**config.mk**
```make
export PLATFORM = sky130hd
export DESIGN_NAME = mul_unit
export DESIGN_NICKNAME = d
export VERILOG_FILES = /design/src/rtl/rv32_pkg.sv /design/src/rtl/mul_step.sv /design/src/rtl/mul_unit.sv
export SDC_FILE = /design/constraint.sdc
export NUM_CORES = 1
export LEC_CHECK = 0
export ABC_AREA = 1
export CAP_MARGIN = 20
export CELL_PAD_IN_SITES_DETAIL_PLACEMENT = 1
export CELL_PAD_IN_SITES_GLOBAL_PLACEMENT = 1
export CORE_UTILIZATION = 46
export CTS_CLUSTER_SIZE = 28
export DETAILED_ROUTE_END_ITERATION = 10
export PLACE_DENSITY_LB_ADDON = 0.25
export SYNTH_ARGS = -nofsm -noshare
export SYNTH_HDL_FRONTEND = slang
export SYNTH_SLANG_ARGS = --single-unit
```
**constraint.sdc**
```tcl
create_clock -name clk -period 4.8 [get_ports clk]
set_input_delay 0.96 -clock clk [delete_from_list [all_inputs] [get_ports clk]]
set_output_delay 0.96 -clock clk [all_outputs]
set_load 0.02 [all_outputs]
```
**src/rtl/rv32_pkg.sv**
```systemverilog
// Shared RV32 decode constants and the multiplier's op/state encodings.
package rv32_pkg;

   localparam logic [6:0] OPC_OP     = 7'b0110011;
   localparam logic [6:0] F7_MULDIV  = 7'b0000001;

   typedef enum logic [1:0] {
      MUL_LO,
      MULH_SS,
      MULH_SU,
      MULH_UU
   } mul_op_t;

   typedef enum logic [1:0] {
      IDLE,
      CALC,
      DONE
   } mul_state_t;

endpackage

```
**src/rtl/mul_step.sv**
```systemverilog
// One iteration of the shift-add multiplier: adds the multiplicand, shifted
// by each set bit position of the low multiplier bits, into the accumulator.
module mul_step #(
   parameter int unsigned XLEN   = 32,
   parameter int unsigned UNROLL = 1
) (
   input  logic [2*XLEN-1:0] acc,
   input  logic [2*XLEN-1:0] mcand,
   input  logic [UNROLL-1:0] mplier_bits,
   output logic [2*XLEN-1:0] acc_next
);

   // Partial-product accumulate over UNROLL multiplier bits.
   always_comb begin
      acc_next = acc;
      for (int unsigned k = 0; k < UNROLL; k++) begin
         if (mplier_bits[k]) begin
            acc_next = acc_next + (mcand << k);
         end
      end
   end

endmodule

```
**src/rtl/mul_unit.sv**
```systemverilog
// Iterative RV32M multiplier (MUL/MULH/MULHSU/MULHU) with start/busy/done
// handshake. Operands are reduced to magnitudes on accept, multiplied
// unsigned over XLEN/UNROLL cycles, and the sign is restored at the end.
module mul_unit
   import rv32_pkg::*;
#(
   parameter int unsigned XLEN   = 32,
   parameter int unsigned UNROLL = 1
) (
   input  logic            clk,
   input  logic            n_rst,
   input  logic            start,
   input  logic            flush,
   input  logic [XLEN-1:0] src_A,
   input  logic [XLEN-1:0] src_B,
   input  logic [31:0]     instruction,
   output logic            busy,
   output logic            done,
   output logic [XLEN-1:0] result
);

   localparam int unsigned N  = XLEN / UNROLL;
   localparam int unsigned CW = $clog2(N) + 1;

   mul_state_t          r_state;
   mul_state_t          w_state_next;
   mul_op_t             r_op;
   logic [2*XLEN-1:0]   r_acc;
   logic [2*XLEN-1:0]   r_mcand;
   logic [XLEN-1:0]     r_mplier;
   logic [CW-1:0]       r_cnt;
   logic                r_neg;
   logic [XLEN-1:0]     r_result;

   mul_op_t             w_op;
   logic                w_accept;
   logic                w_sign_a;
   logic                w_sign_b;
   logic                w_neg_a;
   logic                w_neg_b;
   logic [XLEN-1:0]     w_abs_a;
   logic [XLEN-1:0]     w_abs_b;
   logic [2*XLEN-1:0]   w_acc_next;
   logic [2*XLEN-1:0]   w_prod;
   logic [XLEN-1:0]     w_final;
   logic                w_calc_last;
   logic                w_unused;

   // Register fields are irrelevant to the multiplier.
   assign w_unused = ^{instruction[24:15], instruction[11:7]};

   assign w_op     = mul_op_t'(instruction[13:12]);
   assign w_accept = start && (r_state == IDLE) && !flush
                     && (instruction[6:0] == OPC_OP)
                     && (instruction[31:25] == F7_MULDIV)
                     && !instruction[14];

   // MUL takes the low word, which is the same for signed and unsigned.
   assign w_sign_a = (w_op == MULH_SS) || (w_op == MULH_SU);
   assign w_sign_b = (w_op == MULH_SS);
   assign w_neg_a  = w_sign_a && src_A[XLEN-1];
   assign w_neg_b  = w_sign_b && src_B[XLEN-1];
   assign w_abs_a  = w_neg_a ? (-src_A) : src_A;
   assign w_abs_b  = w_neg_b ? (-src_B) : src_B;

   assign w_calc_last = (r_cnt == CW'(N - 1));

   mul_step #(
      .XLEN   (XLEN),
      .UNROLL (UNROLL)
   ) u_step (
      .acc         (r_acc),
      .mcand       (r_mcand),
      .mplier_bits (r_mplier[UNROLL-1:0]),
      .acc_next    (w_acc_next)
   );

   // Final step's sum is used directly so the result lands on the CALC->DONE edge.
   assign w_prod  = r_neg ? (-w_acc_next) : w_acc_next;
   assign w_final = (r_op == MUL_LO) ? w_prod[XLEN-1:0] : w_prod[2*XLEN-1:XLEN];

   assign result = r_result;

   // Next-state and handshake outputs.
   always_comb begin
      w_state_next = r_state;
      busy         = 1'b0;
      done         = 1'b0;
      case (r_state)
         IDLE: begin
            if (w_accept) w_state_next = CALC;
         end
         CALC: begin
            busy = 1'b1;
            if (flush)            w_state_next = IDLE;
            else if (w_calc_last) w_state_next = DONE;
         end
         DONE: begin
            busy         = 1'b1;
            done         = !flush;
            w_state_next = IDLE;
         end
         default: w_state_next = IDLE;
      endcase
   end

   // State, operand latch, iteration datapath and result register.
   always_ff @(posedge clk or negedge n_rst) begin
      if (!n_rst) begin
         r_state  <= IDLE;
         r_op     <= MUL_LO;
         r_acc    <= '0;
         r_mcand  <= '0;
         r_mplier <= '0;
         r_cnt    <= '0;
         r_neg    <= 1'b0;
         r_result <= '0;
      end else begin
         r_state <= w_state_next;
         if (w_accept) begin
            r_op     <= w_op;
            r_acc    <= '0;
            r_mcand  <= {{XLEN{1'b0}}, w_abs_a};
            r_mplier <= w_abs_b;
            r_cnt    <= '0;
            r_neg    <= w_neg_a ^ w_neg_b;
         end else if (r_state == CALC) begin
            r_acc    <= w_acc_next;
            r_mcand  <= r_mcand << UNROLL;
            r_mplier <= r_mplier >> UNROLL;
            r_cnt    <= r_cnt + CW'(1);
            if (w_calc_last && !flush) r_result <= w_final;
         end
      end
   end

endmodule

```
==> run_summary.xml, run 1 <==
<?xml version="1.0" encoding="UTF-8"?>
<metrics>
  <group name="status">
    <metric name="status" unit="">complete, no violations</metric>
  </group>
  <group name="pwr">
    <metric name="power.share.clock" unit="%">29.8</metric>
    <metric name="netsw" unit="uW">2940</metric>
    <metric name="p_leak" unit="uW">0.0118</metric>
    <metric name="vdd.ir_drop.worst" unit="V">0.000476</metric>
    <metric name="power_density" unit="nW/um^2">308</metric>
    <metric name="p_comb_share" unit="%">42.6</metric>
    <metric name="internal_power" unit="uW">3710</metric>
    <metric name="netSwitchingFraction" unit="%">44.2</metric>
    <metric name="power.share.sequential" unit="%">27.6</metric>
  </group>
  <group name="setup_path">
    <metric name="timing.critical_path.from_type" unit="">flop</metric>
    <metric name="path_cells" unit="">ha_1 -&gt; inv_1 -&gt; fa_1 -&gt; inv_1 -&gt; nand3_1 -&gt; nand2_2 -&gt; nand2_2 -&gt; nand2_2 -&gt; nand2_1 -&gt; nand3_2 -&gt; nand2_1 -&gt; nand3_1 -&gt; nand2_1 -&gt; nand3_1 -&gt; nand2_1 -&gt; nand2_1 -&gt; inv_1 -&gt; nand2_1 -&gt; nor2_1 -&gt; nand3_1 -&gt; nand3_1 -&gt; nand3_1 -&gt; a21oi_1</metric>
    <metric name="slowest_delay" unit="ns">0.40</metric>
    <metric name="timing.critical_path.arrival" unit="ns">4.76</metric>
    <metric name="critical_path.slowest_cell" unit="">dfrtp_1</metric>
    <metric name="crit_fanout" unit="">4</metric>
    <metric name="setup.reg_to_reg.worst_slack" unit="ns">0.54</metric>
    <metric name="timing.setup.critical_path_class" unit="">flop to flop</metric>
    <metric name="worst-endpoint-required" unit="ns">5.30</metric>
    <metric name="worstRegToRegCells" unit="">23</metric>
    <metric name="critPathCaptureType" unit="">flop</metric>
  </group>
  <group name="sta">
    <metric name="slew_viol_final" unit="">0</metric>
    <metric name="period_share" unit="%">88.7</metric>
    <metric name="hold_violations" unit="">0</metric>
    <metric name="worst_path_setup_slack_after_routing" unit="ns">0.543</metric>
    <metric name="finalSetupViolations" unit="">0</metric>
    <metric name="tightestPinTransition" unit="ns">1.00</metric>
    <metric name="min_tclk_post_route" unit="ns">4.26</metric>
    <metric name="slew_headroom" unit="%">33.4</metric>
    <metric name="setup_total_negative_slack" unit="ns">0</metric>
    <metric name="rsz0062_at_grt" unit="">no</metric>
    <metric name="max_freq" unit="MHz">235</metric>
    <metric name="fin_skew" unit="ns">0.0216</metric>
  </group>
  <group name="job">
    <metric name="max_cap_viol_count" unit="">0</metric>
  </group>
  <group name="cts">
    <metric name="path_clk_slew" unit="ns">0.06</metric>
    <metric name="root_buffer_selected_by_cts" unit="">clkbuf_16</metric>
    <metric name="cts_buffer_count" unit="">26</metric>
    <metric name="cts_tree" unit="">yes</metric>
    <metric name="post-cts-setup-buffers" unit="">0</metric>
    <metric name="ctsHoldBuffers" unit="">0</metric>
    <metric name="clkSinkCount" unit="">203</metric>
    <metric name="max-clock-path-buffers" unit="">3</metric>
    <metric name="clkLatencyLatePin" unit="ns">0.58</metric>
    <metric name="cts.htree.levels" unit="">1</metric>
    <metric name="post_cts_resized" unit="">0</metric>
  </group>
  <group name="layout">
    <metric name="num_antenna_cells" unit="">0</metric>
    <metric name="finalNetCount" unit="">3467</metric>
    <metric name="layout.cells.most_common_list" unit="">1,134 x nand2_1, 550 x inv_1, 267 x nor2_1, 239 x nand3_1, 201 x dfrtp_1</metric>
    <metric name="area_overhead_vs_synth" unit="%">13.3</metric>
    <metric name="final_util" unit="%">52.9</metric>
    <metric name="final_area" unit="um^2">21600</metric>
    <metric name="most_common_library_cell_in_the_layout_ignoring_fill_and_taps" unit="">nand2_1</metric>
    <metric name="drive_gt1_share" unit="%">5.95</metric>
    <metric name="final_cells" unit="">3845</metric>
  </group>
  <group name="synthesis">
    <metric name="synth_compound_area_share" unit="%">12.5</metric>
    <metric name="synthMuxAreaShare" unit="%">0</metric>
    <metric name="synthArstFlopShare" unit="%">100</metric>
    <metric name="yosys.area_share.xor_xnor" unit="%">1.88</metric>
    <metric name="postSynthRegisterBits" unit="">203</metric>
    <metric name="synthesis.area" unit="um^2">19100</metric>
    <metric name="synthSimpleGateAreaFrac" unit="%">41.2</metric>
    <metric name="synth-edff-count" unit="">0</metric>
    <metric name="ys_seq_area_share" unit="%">26.6</metric>
    <metric name="dominantRegCellSynth" unit="">dfrtp_1</metric>
    <metric name="dominant_combinational_cell_family_by_area_after_synthesis" unit="">simple AND/OR/NAND/NOR gates</metric>
    <metric name="yosysWarningCount" unit="">0</metric>
    <metric name="synth_area_per_cell" unit="um^2">5.94</metric>
    <metric name="synthCells" unit="">3213</metric>
    <metric name="post_synth_adder_cell_area" unit="%">4.76</metric>
    <metric name="synth_nets" unit="">3385</metric>
    <metric name="ys_types" unit="">55</metric>
  </group>
  <group name="floorplanning">
    <metric name="core_area" unit="um^2">40800</metric>
    <metric name="design.portCount" unit="">134</metric>
    <metric name="fp.dieW" unit="um">206</metric>
    <metric name="die_area" unit="um^2">42300</metric>
    <metric name="initial_cell_density_of_the_core" unit="%">46.7</metric>
    <metric name="core.rowCount" unit="">74</metric>
    <metric name="die_height" unit="um">206</metric>
  </group>
  <group name="drt">
    <metric name="drt_iter0_drc" unit="">1647</metric>
    <metric name="top_signal_layer_used" unit="">met4</metric>
    <metric name="post_drt_wl_per_cell" unit="um">21.2</metric>
    <metric name="num_vias" unit="">21800</metric>
    <metric name="vias_per_cell" unit="">5.68</metric>
    <metric name="routedLengthMet1" unit="um">32900</metric>
    <metric name="totalWireLength" unit="um">81400</metric>
    <metric name="route.antenna.remaining_nets" unit="">0</metric>
    <metric name="drtPass1Iterations" unit="">5</metric>
    <metric name="drt_drc_violations_left" unit="">0</metric>
    <metric name="met2_wirelength_from_detailed_routing" unit="um">38000</metric>
    <metric name="route.met3.wl" unit="um">4100</metric>
  </group>
  <group name="grt">
    <metric name="grt_pass1_wl" unit="um">126000</metric>
    <metric name="grt_overflow" unit="">0</metric>
    <metric name="antenna_violations_before_repair" unit="">0</metric>
    <metric name="grt_start_max_net_pins" unit="">117</metric>
    <metric name="number_of_global_route_vias_before_repair" unit="">23000</metric>
    <metric name="global_route.usage.total" unit="%">38.9</metric>
  </group>
  <group name="hold_path">
    <metric name="hold_class" unit="">input port to asynchronous set/reset pin</metric>
  </group>
  <group name="placement">
    <metric name="port-buffer-count" unit="">118</metric>
    <metric name="dpl-instance-area" unit="um^2">20800</metric>
    <metric name="finalWeightedCongestion" unit="">0.962</metric>
    <metric name="dp.cells" unit="">3799</metric>
    <metric name="hpwl_after_detailed_placement" unit="um">62900</metric>
    <metric name="pre_cts_slack" unit="ns">0.617</metric>
  </group>
</metrics>
-- power groups by stage --
stage / logic (uW) / registers (uW) / clock network (uW)
after floorplan: 1880 / 1850 / 0
after global placement: 2650 / 1860 / 0
after detailed placement: 2780 / 1860 / 0
after CTS: 2790 / 1830 / 2000
after global routing: 3110 / 1840 / 2070
final: 2830 / 1830 / 1990
-- registers in the layout, summed over array words and instances, names as in the netlist --
| name | flops |
|---|---|
| r_acc | 64 |
| r_mcand | 64 |
| r_mplier | 32 |
| result | 32 |
| r_cnt | 6 |
| r_op | 2 |
| r_state | 2 |
| r_neg | 1 |
-- worst max-delay path, delay by kind of cell (launching register included) --
| kind | cells | cell delay (ns) |
|---|---|---|
| AND/OR/NAND/NOR | 17 | 2.80 |
| adder cells (fa/ha/maj) | 2 | 0.46 |
| flip-flops | 1 | 0.40 |
| buffers and inverters | 3 | 0.31 |
| AO/OA/AOI/OAI | 1 | 0.17 |
-- cell type report --
| class | instances | area, um^2 |
|---|---|---|
| Inverter | 574 | 2160 |
| Sequential cell | 203 | 5080 |
| Tap cell | 532 | 666 |
| Multi-Input combinational cell | 2353 | 11500 |
| Fill cell | 5788 | 19200 |
| Clock buffer | 35 | 684 |
| Timing Repair Buffer | 137 | 1370 |
| Clock inverter | 11 | 139 |
-- cells in the mapped netlist, drive strengths merged (2+ instances only) --
library cell  number  share of area, %
a21boi             4              0.18
a21oi            127               3.4
a221o              2              0.10
a31oi              7              0.23
and3               2             0.066
buf               24              0.62
clkbuf            59               1.2
clkinv             9              0.18
dfrtp            203                27
ha                71               4.7
inv              565                11
nand2           1176                24
nand3            253               7.0
nand3b            12              0.47
nand4             32               1.1
nor2             308               6.9
nor3              38               1.0
nor3b              2             0.079
nor4              11              0.43
o211ai            23              0.90
o21ai            114               3.2
o21bai             4              0.16
o221ai            31               1.4
o22ai             77               2.5
o311ai             3              0.14
o31ai              4              0.16
or2                4              0.13
or3                2             0.066
xnor2             11              0.50
xor2              30               1.4
-- kinds of logic after synthesis --
family / Yosys count
compound gates: 398
flops: 203
buf+inv: 657
simple gates: 1842
fa+ha+maj: 72
xor+xnor: 41
-- path summary, 6_finish.rpt --
path | from | endpoint
setup / recovery | r_acc[0] | result[27]
hold / removal | n_rst | r_mcand[38]
setup reg to reg | r_acc[0] | result[27]
hold reg to reg | result[14] | result[14]
max in group asynchronous | n_rst | r_acc[5]
min in group clk | result[14] | result[14]
-- layer usage --
| metal | up-vias | GRT usage (%) |
|---|---|---|
| li1 | 10300 | - |
| met1 | 10600 | 45.3 |
| met2 | 626 | 65.8 |
| met3 | 262 | 5.51 |
| met4 | 0 | 27.0 |
| met5 | - | 0 |
-- stage by stage --
stage	hold WS (ns)	power, uW
global route	0.508	7020
floorplan	0.450	3720
CTS	0.487	6630
global placement	0.466	4510
finish	0.434	6650
detailed placement	0.481	4640
Power figures use the tool's default switching activity.
==> inputs of run 2 (changes only) <==
--- a/config.mk
+++ b/config.mk
@@ -9,10 +9,13 @@
 export CAP_MARGIN = 20
 export CELL_PAD_IN_SITES_DETAIL_PLACEMENT = 1
 export CELL_PAD_IN_SITES_GLOBAL_PLACEMENT = 1
+export CORE_MARGIN = 2
 export CORE_UTILIZATION = 46
 export CTS_CLUSTER_SIZE = 28
 export DETAILED_ROUTE_END_ITERATION = 10
+export GPL_TIMING_DRIVEN = 0
 export PLACE_DENSITY_LB_ADDON = 0.25
+export SLEW_MARGIN = 30
 export SYNTH_ARGS = -nofsm -noshare
 export SYNTH_HDL_FRONTEND = slang
 export SYNTH_SLANG_ARGS = --single-unit
==> run 2 against run 1 <==
  * Sequential share of layout area fell by 0.42 points
  * Critical path depth is 1 higher
  * Maximum frequency fell by 2.7%
  * Combinational power rose by 14%
  * Final cell count is 1.9% higher
  * Die area rose by 2.0%
  * Cell area grew 1.8%
  * Clock power grew 17%
  * Sequential power barely moved
  * Core utilization grew 0.81 points
  * Critical path type unchanged
  * Highest routed layer unchanged
==> run_summary.xml, run 2 (synthesis gave the netlist of run 1 again) <==
<?xml version="1.0" encoding="UTF-8"?>
<metrics>
  <group name="status">
    <metric name="status" unit="">complete, no violations</metric>
  </group>
  <group name="cts">
    <metric name="cts_tree" unit="">yes</metric>
    <metric name="post_cts_resized" unit="">0</metric>
    <metric name="ctsHoldBuffers" unit="">0</metric>
    <metric name="clkLatencyLatePin" unit="ns">0.60</metric>
    <metric name="clkSinkCount" unit="">203</metric>
    <metric name="path_clk_slew" unit="ns">0.07</metric>
    <metric name="post-cts-setup-buffers" unit="">0</metric>
    <metric name="root_buffer_selected_by_cts" unit="">clkbuf_16</metric>
    <metric name="max-clock-path-buffers" unit="">3</metric>
    <metric name="cts.htree.levels" unit="">1</metric>
    <metric name="cts_buffer_count" unit="">26</metric>
  </group>
  <group name="pwr">
    <metric name="power.share.sequential" unit="%">25.0</metric>
    <metric name="netsw" unit="uW">3370</metric>
    <metric name="post-layout-total-power" unit="uW">7390</metric>
    <metric name="p_comb_share" unit="%">43.6</metric>
    <metric name="power_density" unit="nW/um^2">336</metric>
    <metric name="internal_power" unit="uW">4020</metric>
    <metric name="netSwitchingFraction" unit="%">45.6</metric>
    <metric name="power.share.clock" unit="%">31.4</metric>
    <metric name="p_leak" unit="uW">0.0119</metric>
    <metric name="vdd.ir_drop.worst" unit="V">0.000282</metric>
  </group>
  <group name="sta">
    <metric name="slew_viol_final" unit="">0</metric>
    <metric name="finalSetupViolations" unit="">0</metric>
    <metric name="hold_violations" unit="">0</metric>
    <metric name="worst_path_setup_slack_after_routing" unit="ns">0.425</metric>
    <metric name="rsz0062_at_grt" unit="">no</metric>
    <metric name="slew_headroom" unit="%">35.0</metric>
    <metric name="min_tclk_post_route" unit="ns">4.38</metric>
    <metric name="tightestPinTransition" unit="ns">0.971</metric>
    <metric name="period_share" unit="%">91.2</metric>
    <metric name="fin_skew" unit="ns">0.0493</metric>
    <metric name="setup_total_negative_slack" unit="ns">0</metric>
    <metric name="holdWs" unit="ns">0.329</metric>
    <metric name="max_freq" unit="MHz">229</metric>
  </group>
  <group name="layout">
    <metric name="area_overhead_vs_synth" unit="%">15.3</metric>
    <metric name="reg.largest.list" unit="">r_acc (64), r_mcand (64)</metric>
    <metric name="finalNetCount" unit="">3533</metric>
    <metric name="most_common_library_cell_in_the_layout_ignoring_fill_and_taps" unit="">nand2_1</metric>
    <metric name="layout.cells.most_common_list" unit="">1,136 x nand2_1, 550 x inv_1, 267 x nor2_1, 239 x nand3_1, 203 x dfrtp_1</metric>
    <metric name="drive_gt1_share" unit="%">6.09</metric>
    <metric name="num-fill-cells" unit="">5845</metric>
  </group>
  <group name="job">
    <metric name="max_cap_viol_count" unit="">0</metric>
  </group>
  <group name="drt">
    <metric name="drtPass1Iterations" unit="">5</metric>
    <metric name="route.antenna.remaining_nets" unit="">0</metric>
    <metric name="post_drt_wl_per_cell" unit="um">23.6</metric>
    <metric name="totalWireLength" unit="um">92600</metric>
    <metric name="drt_iter0_drc" unit="">2062</metric>
    <metric name="drt_drc_violations_left" unit="">0</metric>
    <metric name="vias_per_cell" unit="">5.88</metric>
    <metric name="num_vias" unit="">23000</metric>
  </group>
  <group name="setup_path">
    <metric name="worst_path_dominant_cell_family" unit="">simple AND/OR/NAND/NOR gates</metric>
    <metric name="crit_fanout" unit="">4</metric>
    <metric name="critPathCaptureType" unit="">flop</metric>
    <metric name="critical-path-top-cell-by-count" unit="">nand2_1</metric>
    <metric name="slowest_delay" unit="ns">0.42</metric>
    <metric name="worst-endpoint-required" unit="ns">5.28</metric>
    <metric name="timing.critical_path.from_type" unit="">flop</metric>
    <metric name="worst-path-buf-inv" unit="">2</metric>
    <metric name="path_cells" unit="">ha_1 -&gt; inv_1 -&gt; fa_1 -&gt; inv_1 -&gt; nand3_1 -&gt; nand2_2 -&gt; nand2_2 -&gt; nand2_2 -&gt; nand2_1 -&gt; nand3_2 -&gt; nand2_1 -&gt; nand2_1 -&gt; nand2_1 -&gt; nand2_1 -&gt; o21ai_0 -&gt; nor2_1 -&gt; nand2_1 -&gt; nor2_1 -&gt; nand3b_1 -&gt; nand2_1 -&gt; nand2_1 -&gt; nand2_1 -&gt; nand3_1 -&gt; a21oi_1</metric>
    <metric name="timing.setup.critical_path_class" unit="">flop to flop</metric>
    <metric name="critical_path.slowest_cell" unit="">fa_1</metric>
    <metric name="timing.critical_path.arrival" unit="ns">4.85</metric>
  </group>
  <group name="grt">
    <metric name="grt_pass1_wl" unit="um">140000</metric>
    <metric name="grt_overflow" unit="">0</metric>
    <metric name="grt_start_max_net_pins" unit="">83</metric>
    <metric name="antenna_violations_before_repair" unit="">2</metric>
    <metric name="number_of_global_route_vias_before_repair" unit="">24600</metric>
    <metric name="global_route.usage.total" unit="%">42.2</metric>
  </group>
  <group name="floorplanning">
    <metric name="core_area" unit="um^2">40900</metric>
    <metric name="design.portCount" unit="">134</metric>
    <metric name="die_area" unit="um^2">43100</metric>
    <metric name="initial_cell_density_of_the_core" unit="%">46.6</metric>
    <metric name="fp.dieW" unit="um">208</metric>
    <metric name="die_height" unit="um">208</metric>
    <metric name="core.rowCount" unit="">74</metric>
  </group>
  <group name="placement">
    <metric name="finalWeightedCongestion" unit="">0.982</metric>
    <metric name="hpwl_after_detailed_placement" unit="um">72800</metric>
    <metric name="pre_cts_slack" unit="ns">0.312</metric>
    <metric name="port-buffer-count" unit="">118</metric>
  </group>
  <group name="hold_path">
    <metric name="hold_class" unit="">input port to asynchronous set/reset pin</metric>
  </group>
</metrics>
## run 2: metrics by stage
step / instance area (um^2) / std cells / util, %
2_1_floorplan: 19100 / 3213 / -
3_3_place_gp: 20900 / 3863 / 51.1
3_5_place_dp: 21000 / 3865 / 51.3
4_1_cts: 22000 / 3913 / 53.7
5_1_grt: 22000 / 3914 / 53.7
6_report: 22000 / 3917 / 53.8
## run 2: final cells by class
type	count	area, um^2	share of cell area [%]
sequential	203	5080	23.1
antenna	4	10.0	0.0455
clock inverter	18	305	1.39
timing repair buffer	120	1240	5.64
buffer	83	344	1.56
inverter	574	2160	9.80
clock buffer	30	686	3.12
multi-input combinational	2353	11500	52.3
tap	532	666	3.03
## run 2: final timing paths
path,startpoint,endpoint,slack (ns),depth (start not counted)
worst min register to register,r_mplier[31],r_mplier[31],0.49,2
min in group clk,r_mplier[31],r_mplier[31],0.49,2
worst max-delay path,r_mcand[0],result[26],0.42,24
worst max register to register,r_mcand[0],result[26],0.42,24
worst min-delay path,n_rst,r_mcand[47],0.33,1
max in group asynchronous,n_rst,r_mplier[2],3.33,3
## run 2: power groups by stage
stage | registers, uW | logic (uW) | clock network (uW)
5_1_grt | 1850 | 3410 | 2380
2_1_floorplan | 1850 | 1880 | 0
3_5_place_dp | 1870 | 3020 | 0
3_3_place_gp | 1860 | 2920 | 0
6_report | 1850 | 3220 | 2320
4_1_cts | 1840 | 3080 | 2320
## run 2: routing by layer
layer / up-vias / global-route usage, % / routed length, um
met5: - / 0 / 0
met4: 0 / 33.8 / 8730
met3: 414 / 5.51 / 5410
met2: 1038 / 71.3 / 43100
met1: 11100 / 48.1 / 35400
li1: 10500 / - / -
==> inputs of run 3 (changes only) <==
--- a/config.mk
+++ b/config.mk
@@ -6,13 +6,14 @@
 export NUM_CORES = 1
 export LEC_CHECK = 0
 export ABC_AREA = 1
-export CAP_MARGIN = 20
+export CAP_MARGIN = 5
 export CELL_PAD_IN_SITES_DETAIL_PLACEMENT = 1
 export CELL_PAD_IN_SITES_GLOBAL_PLACEMENT = 1
 export CORE_MARGIN = 2
-export CORE_UTILIZATION = 46
+export CORE_UTILIZATION = 49
 export CTS_CLUSTER_SIZE = 28
 export DETAILED_ROUTE_END_ITERATION = 10
+export DONT_BUFFER_PORTS = 1
 export GPL_TIMING_DRIVEN = 0
 export PLACE_DENSITY_LB_ADDON = 0.25
 export SLEW_MARGIN = 30
==> run 3 against run 2 <==
  * Via count down 3.9%
  * Global-route usage up 0.078 points
  * Setup slack better by 0.23 ns
  * Critical path type unchanged
  * Critical endpoint is now result[22]
  * Final cell count down 3.6%
==> run_summary.xml, run 3 (synthesis gave the netlist of run 1 again) <==
<?xml version="1.0" encoding="UTF-8"?>
<metrics>
  <group name="drt">
    <metric name="post_drt_wl_per_cell" unit="um">22.8</metric>
    <metric name="drt_iter0_drc" unit="">1533</metric>
    <metric name="vias_per_cell" unit="">5.86</metric>
    <metric name="totalWireLength" unit="um">86200</metric>
    <metric name="route.antenna.remaining_nets" unit="">0</metric>
    <metric name="num_vias" unit="">22100</metric>
    <metric name="drt_drc_violations_left" unit="">0</metric>
    <metric name="drtPass1Iterations" unit="">5</metric>
  </group>
  <group name="floorplanning">
    <metric name="die_height" unit="um">201</metric>
    <metric name="core.rowCount" unit="">72</metric>
    <metric name="initial_cell_density_of_the_core" unit="%">49.5</metric>
    <metric name="design.portCount" unit="">134</metric>
    <metric name="core_area" unit="um^2">38600</metric>
    <metric name="fp.dieW" unit="um">201</metric>
    <metric name="die_area" unit="um^2">40500</metric>
  </group>
  <group name="setup_path">
    <metric name="critical-path-top-cell-by-count" unit="">nand2_1</metric>
    <metric name="slowest_delay" unit="ns">0.44</metric>
    <metric name="timing.critical_path.arrival" unit="ns">4.65</metric>
    <metric name="critical_path.slowest_cell" unit="">dfrtp_1</metric>
    <metric name="worst_path_dominant_cell_family" unit="">simple AND/OR/NAND/NOR gates</metric>
    <metric name="worst-endpoint-required" unit="ns">5.31</metric>
    <metric name="critPathCaptureType" unit="">flop</metric>
    <metric name="timing.critical_path.from_type" unit="">flop</metric>
    <metric name="path_cells" unit="">ha_1 -&gt; nand2_1 -&gt; inv_1 -&gt; nand2_1 -&gt; nand2_1 -&gt; nand2_1 -&gt; nand2_1 -&gt; inv_1 -&gt; nand3_1 -&gt; nand2_1 -&gt; nand3_1 -&gt; nand2_1 -&gt; nand2_1 -&gt; nor2_2 -&gt; nand3_1 -&gt; nor2_2 -&gt; nor2_1 -&gt; nor2_2 -&gt; nand2_1 -&gt; nand2_1 -&gt; nand3_1 -&gt; a21oi_1</metric>
    <metric name="worst-path-buf-inv" unit="">2</metric>
    <metric name="timing.setup.critical_path_class" unit="">flop to flop</metric>
    <metric name="crit_fanout" unit="">5</metric>
  </group>
  <group name="sta">
    <metric name="hold_violations" unit="">0</metric>
    <metric name="setup_total_negative_slack" unit="ns">0</metric>
    <metric name="max_freq" unit="MHz">242</metric>
    <metric name="slew_headroom" unit="%">23.7</metric>
    <metric name="fin_skew" unit="ns">0.0382</metric>
    <metric name="min_tclk_post_route" unit="ns">4.14</metric>
    <metric name="tightestPinTransition" unit="ns">1.14</metric>
    <metric name="finalSetupViolations" unit="">0</metric>
    <metric name="period_share" unit="%">86.3</metric>
    <metric name="slew_viol_final" unit="">0</metric>
    <metric name="rsz0062_at_grt" unit="">no</metric>
  </group>
  <group name="layout">
    <metric name="area_overhead_vs_synth" unit="%">7.90</metric>
    <metric name="final_util" unit="%">53.4</metric>
    <metric name="layout.cells.most_common_list" unit="">1,136 x nand2_1, 550 x inv_1, 267 x nor2_1, 239 x nand3_1, 203 x dfrtp_1</metric>
    <metric name="num-fill-cells" unit="">5661</metric>
    <metric name="final_cells" unit="">3776</metric>
    <metric name="most_common_library_cell_in_the_layout_ignoring_fill_and_taps" unit="">nand2_1</metric>
    <metric name="register_area" unit="um^2">5080</metric>
    <metric name="multi_input_comb_area" unit="um^2">11500</metric>
    <metric name="drive_gt1_share" unit="%">6.11</metric>
    <metric name="finalNetCount" unit="">3412</metric>
    <metric name="reg.largest.list" unit="">r_acc (64), r_mcand (64)</metric>
  </group>
  <group name="placement">
    <metric name="hpwl_after_detailed_placement" unit="um">70300</metric>
    <metric name="port-buffer-count" unit="">0</metric>
    <metric name="finalWeightedCongestion" unit="">1.02</metric>
    <metric name="dp.cells" unit="">3731</metric>
  </group>
  <group name="cts">
    <metric name="root_buffer_selected_by_cts" unit="">clkbuf_16</metric>
    <metric name="max-clock-path-buffers" unit="">3</metric>
    <metric name="cts.htree.levels" unit="">1</metric>
    <metric name="clkSinkCount" unit="">203</metric>
    <metric name="post-cts-setup-buffers" unit="">0</metric>
    <metric name="clkLatencyLatePin" unit="ns">0.59</metric>
    <metric name="post_cts_resized" unit="">0</metric>
    <metric name="path_clk_slew" unit="ns">0.06</metric>
    <metric name="cts_tree" unit="">yes</metric>
    <metric name="ctsHoldBuffers" unit="">0</metric>
    <metric name="cts_buffer_count" unit="">25</metric>
  </group>
  <group name="hold_path">
    <metric name="hold_class" unit="">input port to asynchronous set/reset pin</metric>
  </group>
  <group name="status">
    <metric name="status" unit="">complete, no violations</metric>
  </group>
  <group name="grt">
    <metric name="number_of_global_route_vias_before_repair" unit="">23500</metric>
    <metric name="global_route.usage.total" unit="%">42.3</metric>
    <metric name="grt_pass1_wl" unit="um">132000</metric>
    <metric name="antenna_violations_before_repair" unit="">1</metric>
    <metric name="grt_start_max_net_pins" unit="">204</metric>
    <metric name="grt_overflow" unit="">0</metric>
  </group>
  <group name="pwr">
    <metric name="power_density" unit="nW/um^2">333</metric>
    <metric name="p_leak" unit="uW">0.0114</metric>
    <metric name="vdd.ir_drop.worst" unit="V">0.000316</metric>
  </group>
  <group name="job">
    <metric name="max_cap_viol_count" unit="">0</metric>
  </group>
</metrics>
-- run 3: cell types whose count changed in the layout (fill, tap and decap cells not counted), moves of 2 or more --
| cell | previous run | this run |
|---|---|---|
| inv_6 | 1 | 4 |
| diode_2 | 4 | 2 |
| clkbuf_8 | 2 | 5 |
| clkdlybuf4s50_1 | 117 | 0 |
| clkinv_2 | 7 | 4 |
| bufinv_16 | 7 | 2 |
| buf_16 | 2 | 0 |
-- run 3: report_power, final --
group	internal [uW]	switching (uW)	leakage [uW]	total, uW
sequential	1770	76.7	0.00281	1850
combinational	747	2240	0.00816	2980
clock	1150	877	0.000418	2030
-- run 3: through the flow --
stage	instance area, um^2	power (uW)	setup slack [ns]	hold slack [ns]
floorplan	19100	3720	1.77	0.450
global placement	19700	4610	0.832	0.464
detailed placement	19700	4730	0.853	0.488
CTS	20600	6740	0.812	0.0624
global route	20600	7150	0.381	0.0952
finish	20600	6860	0.660	0.0923
-- run 3: cell type report --
class	instances	area share, %
clock buffer	30	3.37
sequential	203	24.7
buffer	83	1.66
clock inverter	13	0.760
antenna	2	0.0243
multi-input combinational	2353	55.9
inverter	574	10.5
tap	518	3.15
-- run 3: final timing paths --
| check | start | end | slack, ns | cells past startpoint |
|---|---|---|---|---|
| worst max-delay path | r_acc[14] | result[22] | 0.66 | 22 |
| worst min register to register | r_op[1] | r_op[1] | 0.50 | 2 |
| max in group asynchronous | n_rst | r_mcand[29] | 4.20 | 0 |
| worst max register to register | r_acc[14] | result[22] | 0.66 | 22 |
| worst min-delay path | n_rst | r_mcand[43] | 0.09 | 0 |
| min in group clk | r_op[1] | r_op[1] | 0.50 | 2 |
-- run 3: metal layers --
metal	part of all wire [%]	wire [um]	global-route usage, %	vias up
li1	-	-	-	10200
met1	39	33500	48.0	10800
met2	46	39900	71.3	806
met3	6.1	5240	6.92	356
met4	8.8	7570	32.2	0
met5	0	0	0	-
-- run 3: worst register-to-register path: stages (launching register included) --
cell and delay, ns:
dfrtp_1 0.44, ha_1 0.43, nand2_1 0.15, inv_1 0.07, nand2_1 0.06, nand2_1 0.08
nand2_1 0.07, nand2_1 0.14, inv_1 0.12, nand3_1 0.27, nand2_1 0.16, nand3_1 0.09
nand2_1 0.33, nand2_1 0.15, nor2_2 0.21, nand3_1 0.20, nor2_2 0.24, nor2_1 0.11
nor2_2 0.22, nand2_1 0.08, nand2_1 0.06, nand3_1 0.20, a21oi_1 0.19
